===== src/rtl/q_ctrl_pkg.sv =====
`default_nettype none
// +--------------------------------------------------------------------+
// | q_ctrl_pkg : shared types, sizes and helpers for q_matrix_ctrl     |
// | Rev 1.0                                                            |
// +--------------------------------------------------------------------+
package q_ctrl_pkg;

    typedef enum logic [2:0] {
        IDLE      = 3'd0,
        LOAD      = 3'd1,
        START     = 3'd2,
        WAIT_DONE = 3'd3,
        READ      = 3'd4,
        DRAIN     = 3'd5
    } q_ctrl_state_t;

    localparam int NUM_ANGLES = 3;
    localparam int NUM_ELEMS  = 9;
    localparam int WD_LIMIT   = 16;

    typedef struct packed {
        logic [1:0] row;
        logic [1:0] col;
    } q_pos_t;

    // Row-major element index to (row, col).
    function automatic q_pos_t elem_pos(input logic [3:0] idx);
        q_pos_t p;
        p = '0;
        case (idx)
            4'd0: p = {2'd0, 2'd0};
            4'd1: p = {2'd0, 2'd1};
            4'd2: p = {2'd0, 2'd2};
            4'd3: p = {2'd1, 2'd0};
            4'd4: p = {2'd1, 2'd1};
            4'd5: p = {2'd1, 2'd2};
            4'd6: p = {2'd2, 2'd0};
            4'd7: p = {2'd2, 2'd1};
            4'd8: p = {2'd2, 2'd2};
            default: p = '0;
        endcase
        return p;
    endfunction

endpackage
`default_nettype wire


===== src/rtl/q_result_buf.sv =====
`default_nettype none
// +--------------------------------------------------------------------+
// | q_result_buf : 9-entry element buffer, one write, one async read   |
// | Rev 1.0                                                            |
// +--------------------------------------------------------------------+
module q_result_buf
    import q_ctrl_pkg::*;
#(
    parameter int SIZE = 16
) (
    input  logic            clk,
    input  logic            wr_en,
    input  logic [3:0]      wr_idx,
    input  logic [SIZE-1:0] wr_data,
    input  logic [3:0]      rd_idx,
    output logic [SIZE-1:0] rd_data
);

    logic [SIZE-1:0] mem_q [NUM_ELEMS];

    always_ff @(posedge clk) begin
        if (wr_en) begin
            mem_q[wr_idx] <= wr_data;
        end
    end

    assign rd_data = mem_q[rd_idx];

endmodule
`default_nettype wire


===== src/rtl/q_matrix_ctrl.sv =====
`default_nettype none
// +--------------------------------------------------------------------+
// | q_matrix_ctrl : load angles, run Q generator, buffer and stream Q  |
// | Option: Q_CTRL_TIMEOUT_EN adds a WAIT_DONE watchdog.  Rev 1.0       |
// +--------------------------------------------------------------------+
module q_matrix_ctrl
    import q_ctrl_pkg::*;
#(
    parameter int SIZE = 16
) (
    input  logic                   clk,
    input  logic                   rst_n,
    input  logic                   in_valid,
    output logic                   in_ready,
    input  logic signed [SIZE-1:0] in_sin,
    input  logic signed [SIZE-1:0] in_cos,
    output logic                   qm_load,
    output logic [1:0]             qm_addr,
    output logic signed [SIZE-1:0] qm_sin,
    output logic signed [SIZE-1:0] qm_cos,
    output logic                   qm_start,
    output logic                   qm_read,
    input  logic                   qm_done,
    input  logic                   qm_finish,
    input  logic signed [SIZE-1:0] qm_q,
    output logic                   out_valid,
    input  logic                   out_ready,
    output logic signed [SIZE-1:0] out_q,
    output logic [1:0]             out_row,
    output logic [1:0]             out_col,
    output logic                   out_last,
    output logic                   busy,
    output logic                   err
);

    localparam logic [3:0] LAST_IDX  = 4'(NUM_ELEMS - 1);
    localparam logic [1:0] LAST_BEAT = 2'(NUM_ANGLES - 1);

    q_ctrl_state_t   state_q, state_d;
    logic [1:0]      beat_cnt_q, beat_cnt_d;
    logic [3:0]      rd_cnt_q, rd_cnt_d;
    logic [3:0]      cap_cnt_q, cap_cnt_d;
    logic [3:0]      drain_idx_q, drain_idx_d;
    logic            cap_en_q, cap_en_d;
    logic            qm_load_q, qm_load_d;
    logic            qm_start_q, qm_start_d;
    logic            err_q, err_d;
    logic [1:0]      qm_addr_q, qm_addr_d;
    logic [SIZE-1:0] qm_sin_q, qm_sin_d;
    logic [SIZE-1:0] qm_cos_q, qm_cos_d;
    logic            buf_we;
    logic [SIZE-1:0] buf_rdata;
    q_pos_t          pos;
`ifdef Q_CTRL_TIMEOUT_EN
    logic [4:0]      wd_cnt_q, wd_cnt_d;
`endif

    assign in_ready  = (state_q == LOAD);
    assign qm_read   = (state_q == READ) && (rd_cnt_q <= LAST_IDX);
    assign out_valid = (state_q == DRAIN);
    assign busy      = (state_q != IDLE);
    assign pos       = elem_pos(drain_idx_q);
    // Gate the buffer read so nothing unreset leaks onto out_* outside DRAIN.
    assign out_q     = out_valid ? buf_rdata : '0;
    assign out_row   = out_valid ? pos.row : 2'd0;
    assign out_col   = out_valid ? pos.col : 2'd0;
    assign out_last  = out_valid && (drain_idx_q == LAST_IDX);

    assign qm_load   = qm_load_q;
    assign qm_addr   = qm_addr_q;
    assign qm_sin    = qm_sin_q;
    assign qm_cos    = qm_cos_q;
    assign qm_start  = qm_start_q;
    assign err       = err_q;

    always_comb begin
        state_d     = state_q;
        beat_cnt_d  = beat_cnt_q;
        rd_cnt_d    = rd_cnt_q;
        cap_cnt_d   = cap_cnt_q;
        drain_idx_d = drain_idx_q;
        cap_en_d    = 1'b0;
        qm_load_d   = 1'b0;
        qm_start_d  = 1'b0;
        qm_addr_d   = qm_addr_q;
        qm_sin_d    = qm_sin_q;
        qm_cos_d    = qm_cos_q;
        err_d       = err_q;
        buf_we      = 1'b0;
`ifdef Q_CTRL_TIMEOUT_EN
        wd_cnt_d    = wd_cnt_q;
`endif
        case (state_q)
            IDLE: begin
                beat_cnt_d = 2'd0;
                if (in_valid) begin
                    state_d = LOAD;
                end
            end
            LOAD: begin
                if (in_valid) begin
                    qm_load_d = 1'b1;
                    qm_addr_d = beat_cnt_q;
                    qm_sin_d  = in_sin;
                    qm_cos_d  = in_cos;
                    if (beat_cnt_q == LAST_BEAT) begin
                        beat_cnt_d = 2'd0;
                        state_d    = START;
                    end else begin
                        beat_cnt_d = beat_cnt_q + 2'd1;
                    end
                end
            end
            START: begin
                qm_start_d = 1'b1;
                rd_cnt_d   = 4'd0;
                cap_cnt_d  = 4'd0;
`ifdef Q_CTRL_TIMEOUT_EN
                wd_cnt_d   = 5'd0;
`endif
                state_d    = WAIT_DONE;
            end
            WAIT_DONE: begin
                if (qm_done) begin
                    state_d = READ;
                end
`ifdef Q_CTRL_TIMEOUT_EN
                else if (wd_cnt_q == 5'(WD_LIMIT - 1)) begin
                    err_d   = 1'b1;
                    state_d = IDLE;
                end else begin
                    wd_cnt_d = wd_cnt_q + 5'd1;
                end
`endif
            end
            READ: begin
                if (qm_read) begin
                    rd_cnt_d = rd_cnt_q + 4'd1;
                end
                // Element for a read is presented one cycle later.
                cap_en_d = qm_read;
                if (cap_en_q) begin
                    buf_we    = 1'b1;
                    cap_cnt_d = cap_cnt_q + 4'd1;
                    if (cap_cnt_q == LAST_IDX) begin
                        if (!qm_finish) begin
                            err_d = 1'b1;
                        end
                        drain_idx_d = 4'd0;
                        state_d     = DRAIN;
                    end
                end
            end
            DRAIN: begin
                if (out_ready) begin
                    if (drain_idx_q == LAST_IDX) begin
                        state_d = IDLE;
                    end else begin
                        drain_idx_d = drain_idx_q + 4'd1;
                    end
                end
            end
            default: begin
                state_d = IDLE;
            end
        endcase
    end

    always_ff @(posedge clk or negedge rst_n) begin
        if (!rst_n) begin
            state_q     <= IDLE;
            beat_cnt_q  <= 2'd0;
            rd_cnt_q    <= 4'd0;
            cap_cnt_q   <= 4'd0;
            drain_idx_q <= 4'd0;
            cap_en_q    <= 1'b0;
            qm_load_q   <= 1'b0;
            qm_start_q  <= 1'b0;
            qm_addr_q   <= 2'd0;
            qm_sin_q    <= '0;
            qm_cos_q    <= '0;
            err_q       <= 1'b0;
`ifdef Q_CTRL_TIMEOUT_EN
            wd_cnt_q    <= 5'd0;
`endif
        end else begin
            state_q     <= state_d;
            beat_cnt_q  <= beat_cnt_d;
            rd_cnt_q    <= rd_cnt_d;
            cap_cnt_q   <= cap_cnt_d;
            drain_idx_q <= drain_idx_d;
            cap_en_q    <= cap_en_d;
            qm_load_q   <= qm_load_d;
            qm_start_q  <= qm_start_d;
            qm_addr_q   <= qm_addr_d;
            qm_sin_q    <= qm_sin_d;
            qm_cos_q    <= qm_cos_d;
            err_q       <= err_d;
`ifdef Q_CTRL_TIMEOUT_EN
            wd_cnt_q    <= wd_cnt_d;
`endif
        end
    end

    q_result_buf #(
        .SIZE (SIZE)
    ) u_buf (
        .clk     (clk),
        .wr_en   (buf_we),
        .wr_idx  (cap_cnt_q),
        .wr_data (qm_q),
        .rd_idx  (drain_idx_q),
        .rd_data (buf_rdata)
    );

endmodule
`default_nettype wire


===== config.mk =====
export PLATFORM = sky130hd
export DESIGN_NAME = q_matrix_ctrl
export DESIGN_NICKNAME = d
export VERILOG_FILES = /design/src/rtl/q_ctrl_pkg.sv /design/src/rtl/q_result_buf.sv /design/src/rtl/q_matrix_ctrl.sv
export SDC_FILE = /design/constraint.sdc
export NUM_CORES = 1
export LEC_CHECK = 0
export ABC_AREA = 1
export ABC_CLOCK_PERIOD_IN_PS = 3100
export CAP_MARGIN = 10
export CORE_UTILIZATION = 55
export CTS_BUF_LIST = sky130_fd_sc_hd__clkbuf_8
export DETAILED_ROUTE_END_ITERATION = 7
export GPL_ROUTABILITY_DRIVEN = 1
export PLACE_DENSITY = 0.88
export SLEW_MARGIN = 10
export SYNTH_ARGS = -nofsm -noshare
export SYNTH_HDL_FRONTEND = slang
export SYNTH_SLANG_ARGS = --single-unit

===== constraint.sdc =====
create_clock -name clk -period 3.1 [get_ports clk]
set_clock_uncertainty 0.15 [all_clocks]
set_input_delay 0.62 -clock clk [delete_from_list [all_inputs] [get_ports clk]]
set_output_delay 0.62 -clock clk [all_outputs]
set_load 0.02 [all_outputs]

# After elaboration in Yosys (flattened, before gate mapping)
# Memories as Yosys holds them, arrays and structs flattened.
# Index checks and enable logic that the tools add are counted.
# op_classes
addsub	4
n_lt_le_gt_ge	1
n_eq_ne	18
muxes	32
bitwise_logic	1
n_reduce_logical	14
# op_table
operator	count
3-bit 2-to-1 mux	8
4-bit 2-to-1 mux	6
4-bit case mux with 2 select lines	3
3-bit case mux with 6 select lines	1
16-bit 2-to-1 mux	1
4-bit by 1-bit adder with 4-bit output (second input constant)	3
2-bit inequality test (second input constant)	6
4-bit equality test (second input constant)	2
1-bit 2-to-1 mux	8
2-bit 2-to-1 mux	4
2-bit by 1-bit inequality test with 1-bit output (second input constant)	4
2-bit AND reduction	4
8-bit AND reduction	1
3-bit by 2-bit equality test with 1-bit output (second input constant)	2
3-bit equality test (second input constant)	2
2-bit nonzero test	3
5-bit AND reduction	1
4-bit <= comparator (second input constant)	1
2-bit case mux with 2 select lines	1
4-bit AND reduction	1
3-bit by 1-bit equality test with 1-bit output (second input constant)	1
3-bit zero test	1
3-bit nonzero test	1
2-bit by 1-bit adder with 2-bit output (second input constant)	1
3 further kinds	4
# totals
register_bits	55
mem_bits_rw	144
romBits	64
word_cells	84
mem_count	2
# mem_list
memory	words	width	rd	rd_clocked_by_memory_dff	write_ports	line	source
u_buf.mem_q	9	16	1	0	1	q_result_buf.sv:19	logic [SIZE-1:0] mem_q [NUM_ELEMS];
(no name shown)	16	4	1	0	0	q_ctrl_pkg.sv:30	case (idx)

# Depth between registers and ports, before layout
# depth
depth_word	4
ltp_mapped	10
ltp_nobuf	8

# By module
# Synthesis repeated with hierarchy kept, for this count alone.
# unflattened
cells_unflattened	926
area_unflattened_um2	8899.8
# by_module_without_submodules
mod	instances	cells_per_inst	area_per_inst_um2
q_result_buf	1	578	6144.6
q_matrix_ctrl	1	348	2755.1

# Worst setup path after synthesis
# No wires, ideal clock.
# synth_path
path_type	flip-flop to flip-flop
startpoint	register state_q[1]
endpoint	memory u_buf.mem_q[0][0] (enable)
setup_ns	0.409
arrival_ns	2.076
slack_ns	0.465
path_stages_with_launch	7
path_buffers	1
synth_period_minus_slack_ns	2.635
cell_sequence	dfrtp_1 -> inv_1 -> nand2_1 -> nor2_4 -> nand2_1 -> buf_2 -> nor3_1
# synth_between
elab_chain_len	4
# synth_lines
item	line	source
from (decl)	q_matrix_ctrl.sv:39	q_ctrl_state_t state_q, state_d;
from (signal assigned)	q_matrix_ctrl.sv:187	state_q <= state_d;
3-bit equality test	q_matrix_ctrl.sv:93	case (state_q)
1-bit 2-to-1 mux	q_matrix_ctrl.sv:93	
1-bit 2-to-1 mux	q_result_buf.sv:22	if (wr_en) begin
1-bit 2-to-1 mux (not written as such)	q_result_buf.sv:23	mem_q[wr_idx] <= wr_data;
to (decl)	q_result_buf.sv:19	
# No other way between the ends.

# Final worst setup path
# layout_path
startpoint	register drain_idx_q[0]
endpoint	output out_q[14]
# layout_between
elab_chain_len	2
# layout_lines
item	line	source
from (decl)	q_matrix_ctrl.sv:43	logic [3:0] drain_idx_q, drain_idx_d;
from (signal assigned)	q_matrix_ctrl.sv:191	drain_idx_q <= drain_idx_d;
memory 9 x 16 bit	-	
16-bit 2-to-1 mux	q_matrix_ctrl.sv:64	assign out_q = out_valid ? buf_rdata : '0;
to (decl)	q_matrix_ctrl.sv:28	output logic signed [SIZE-1:0] out_q,
# No other way between the ends.

==> impl_metrics.json <==
{
  "status": "finished, final reports clean",
  "synth_cell_type_count": 25,
  "start_util_pct": 56.84,
  "crit_fanout": 20,
  "route.antenna.remaining_nets": 0,
  "pre_cts_slack_ps": 428.2,
  "grt_first_pass_wirelength_um": 29970,
  "rows": 44,
  "gp_congestion": 0.8297,
  "cpMaxStageDelayCell": "dfrtp_2",
  "synth-seq-cells": 199,
  "p_per_area_nw_per_um2": 757.0,
  "cts_tree": "yes",
  "final_nets": 985,
  "hpwl_um": 11520,
  "route.detailed.drc": 0,
  "worst_pin_slew_ps": 612.1,
  "die_area_um2": 15690,
  "vias": 6106,
  "grt_start_max_net_pins": 43,
  "synth_area_per_cell_um2": 10.47,
  "port_buffers": 115,
  "utilization_pct": 69.81,
  "setup_viol_count_final": 0,
  "grt_remaining_overflow": 0,
  "core_um2": 14700,
  "p_leak_nw": 4.518,
  "viasPerCell": 5.462,
  "clkSinkCount": 199,
  "end_kind": "primary output",
  "grt_pass1_vias": 6020,
  "cp_data_arrival_time_ps": 2150,
  "drtIter0Drc": 614,
  "cp-start-kind": "flop",
  "rsz0062_at_grt": "false",
  "clk_path_buf_depth": 2,
  "synth_area_leaders": "edfxtp_1 52%, dfrtp_1 16%, nand2_1 12%",
  "required_ps": 2330,
  "syn_inst": 798,
  "yosysWarnings": 0,
  "synth_largest_area_cell": "edfxtp_1",
  "worst_slack_ps": 176.2,
  "crit_top_cell": "nand3_1",
  "fp.dieH_um": 125.3,
  "grtUsageTotal_pct": 25.00,
  "period_needed_ps": 2924,
  "cap_violations": 0,
  "numCtsBuffers": 17,
  "drtPass1Iterations": 8,
  "fillCellCount": 977,
  "yosysSeqAreaShare_pct": 68.22,
  "max_stage_delay_ps": 450,
  "cts.htree.levels": 4,
  "routedWlPerCell_um": 16.73,
  "routed_wl_um": 18700,
  "drive_gt1_share_pct": 8.137,
  "hold_viol": 0,
  "path_cells": "clkinv_2 > bufbuf_16 > nand2_1 > nand3_1 > nand3_1 > nand3_1 > nand2_1 > inv_1 > dlygate4sd2_1",
  "boundaryPins": 116,
  "hold_path_class": "flop to flop",
  "setup_tns_ps": 0,
  "syn-num-nets": 862,
  "syn_to_final_growth_pct": 22.81,
  "fmax_mhz": 342.0,
  "synth_area_um2": 8356,
  "critPathKind": "flop to primary output",
  "antenna_cells": 0,
  "drv_slew": 0,
  "die_w_um": 125.3,
  "root_buffer": "clkbuf_8",
  "worst_ir_drop_vdd_mv": 0.6193,
  "period_share_pct": 94.32,
  "relSlewSlack_pct": 59.15,
  "clock_latency_ps": 470,
  "antenna_found_initial": 0,
  "path_clk_slew_ps": 100,
  "synth_top_area_share_pct": 51.75
}
layout make-up:
cell class	count	area [µm²]	area share (%)
clock buffers	17	234.0	2.280
clock inverters	15	163.9	1.597
inverters	49	186.4	1.817
multi-input cells	511	2302	22.44
flip-flops and latches	199	5703	55.58
well taps	184	230.2	2.244
repair buffers	143	1441	14.05
registers in the layout (all words and copies together) (netlist names):
name	count
cap_en_q	1
qm_load	1
state_q	3
qm_cos	16
qm_start	1
rd_cnt_q	4
u_buf.mem_q	144
err	1
qm_addr	2
beat_cnt_q	2
qm_sin	16
drain_idx_q	4
cap_cnt_q	4
layout by cell type (no fill, tap or decap), types with 2 or more instances in the layout:
cell / count
inv_6: 6
nor2_2: 4
buf_8: 2
dlymetal6s2s_1: 11
xor2_1: 2
ha_1: 10
clkinvlp_4: 2
edfxtp_1: 144
clkbuf_8: 17
buf_4: 21
clkdlybuf4s50_1: 92
inv_1: 45
bufinv_16: 2
clkinv_1: 3
nor2_4: 2
nand2_1: 278
nor3_2: 6
o21ai_0: 21
nand4_1: 3
nand3_1: 124
dfrtp_2: 2
o21bai_1: 2
a21oi_1: 7
buf_12: 2
clkinv_4: 2
nor2_1: 46
clkinv_2: 2
dlygate4sd2_1: 11
nor3_1: 3
dfrtp_1: 53
worst paths after layout:
kind                                            startpoint                           to  slack (ps)  cells past startpoint
max in group asynchronous                            rst_n       state_q[2]$_DFFE_PN0P_        1510                      3
worst max-delay path            drain_idx_q[0]$_DFFE_PN0P_                    out_q[14]         180                      9
worst min-delay path                 qm_sin[1]$_DFFE_PN0P_        qm_sin[1]$_DFFE_PN0P_         340                      2
min in group asynchronous                            rst_n     cap_cnt_q[2]$_DFFE_PN0P_         440                      2
worst min register to register       qm_sin[1]$_DFFE_PN0P_        qm_sin[1]$_DFFE_PN0P_         340                      2
worst max register to register      state_q[1]$_DFFE_PN0P_  u_buf.mem_q[6][6]$_DFFE_PP_         810                      6
cells by family (layout without fill, tap and decap cells):
family,Yosys count,after routing,share of synthesized area (%)
adders and majority gates,10,10,1.497
DFF,199,199,68.22
AOI/OAI and AO/OA,31,31,1.947
buffers and inverters,88,224,4.642
xor gates and xnor gates,2,2,0.2097
and+or+nand+nor,468,468,23.48
worst max-delay path: cells and delay by family, from the launching register on:
family	cells	cell delay (ps)
flip-flops	1	450
AND/OR/NAND/NOR	5	360
buffers and inverters	4	850
synthesized netlist by cell type:
| cell | count |
|---|---|
| a211oi_1 | 1 |
| a21oi_1 | 7 |
| buf_1 | 4 |
| buf_2 | 21 |
| buf_6 | 4 |
| clkbuf_1 | 10 |
| clkinv_1 | 1 |
| clkinv_2 | 1 |
| dfrtp_1 | 55 |
| edfxtp_1 | 144 |
| ha_1 | 10 |
| inv_1 | 46 |
| inv_2 | 1 |
| nand2_1 | 278 |
| nand2_4 | 1 |
| nand3_1 | 124 |
| nand4_1 | 3 |
| nor2_1 | 48 |
| nor2_2 | 2 |
| nor2_4 | 2 |
| nor3_1 | 9 |
| nor3b_1 | 1 |
| o21ai_0 | 21 |
| o21bai_1 | 2 |
| xor2_1 | 2 |
routing by layer:
layer,vias up,GRT usage [%],part of all wire (%),wire length [µm]
li1,2897,-,-,-
met1,2884,31.14,39,7316
met2,281,41.90,51,9499
met3,44,5.948,7.5,1398
met4,0,10.98,2.6,487
met5,-,0,0,0
through the flow:
stage | power [mW] | hold slack [ps] | std cells | area [µm²]
floorplan | 5.037 | 174.4 | 798 | 8356
global placement | 6.002 | 311.5 | 1084 | 9783
detailed placement | 6.097 | 315.2 | 1084 | 9783
CTS | 7.768 | 340.5 | 1118 | 10220
global route | 8.200 | 374.1 | 1118 | 10260
finish | 7.768 | 340.4 | 1118 | 10260
where the power goes:
part	internal, mW	total (mW)	switching, mW
combinational	1.08	2.77	1.69
clock	0.734	1.66	0.929
sequential	3.14	3.33	0.197
total	4.95	7.77	2.81
what timing repair did:
item	CTS	global route
resized for setup	14	16
endpoints found under the hold margin	13	0
buffers inserted	0	0
endpoints found under the setup margin	12	11
gates cloned	1	0
hold buffers	1	0
No activity file was read; power rests on OpenSTA's default activity.
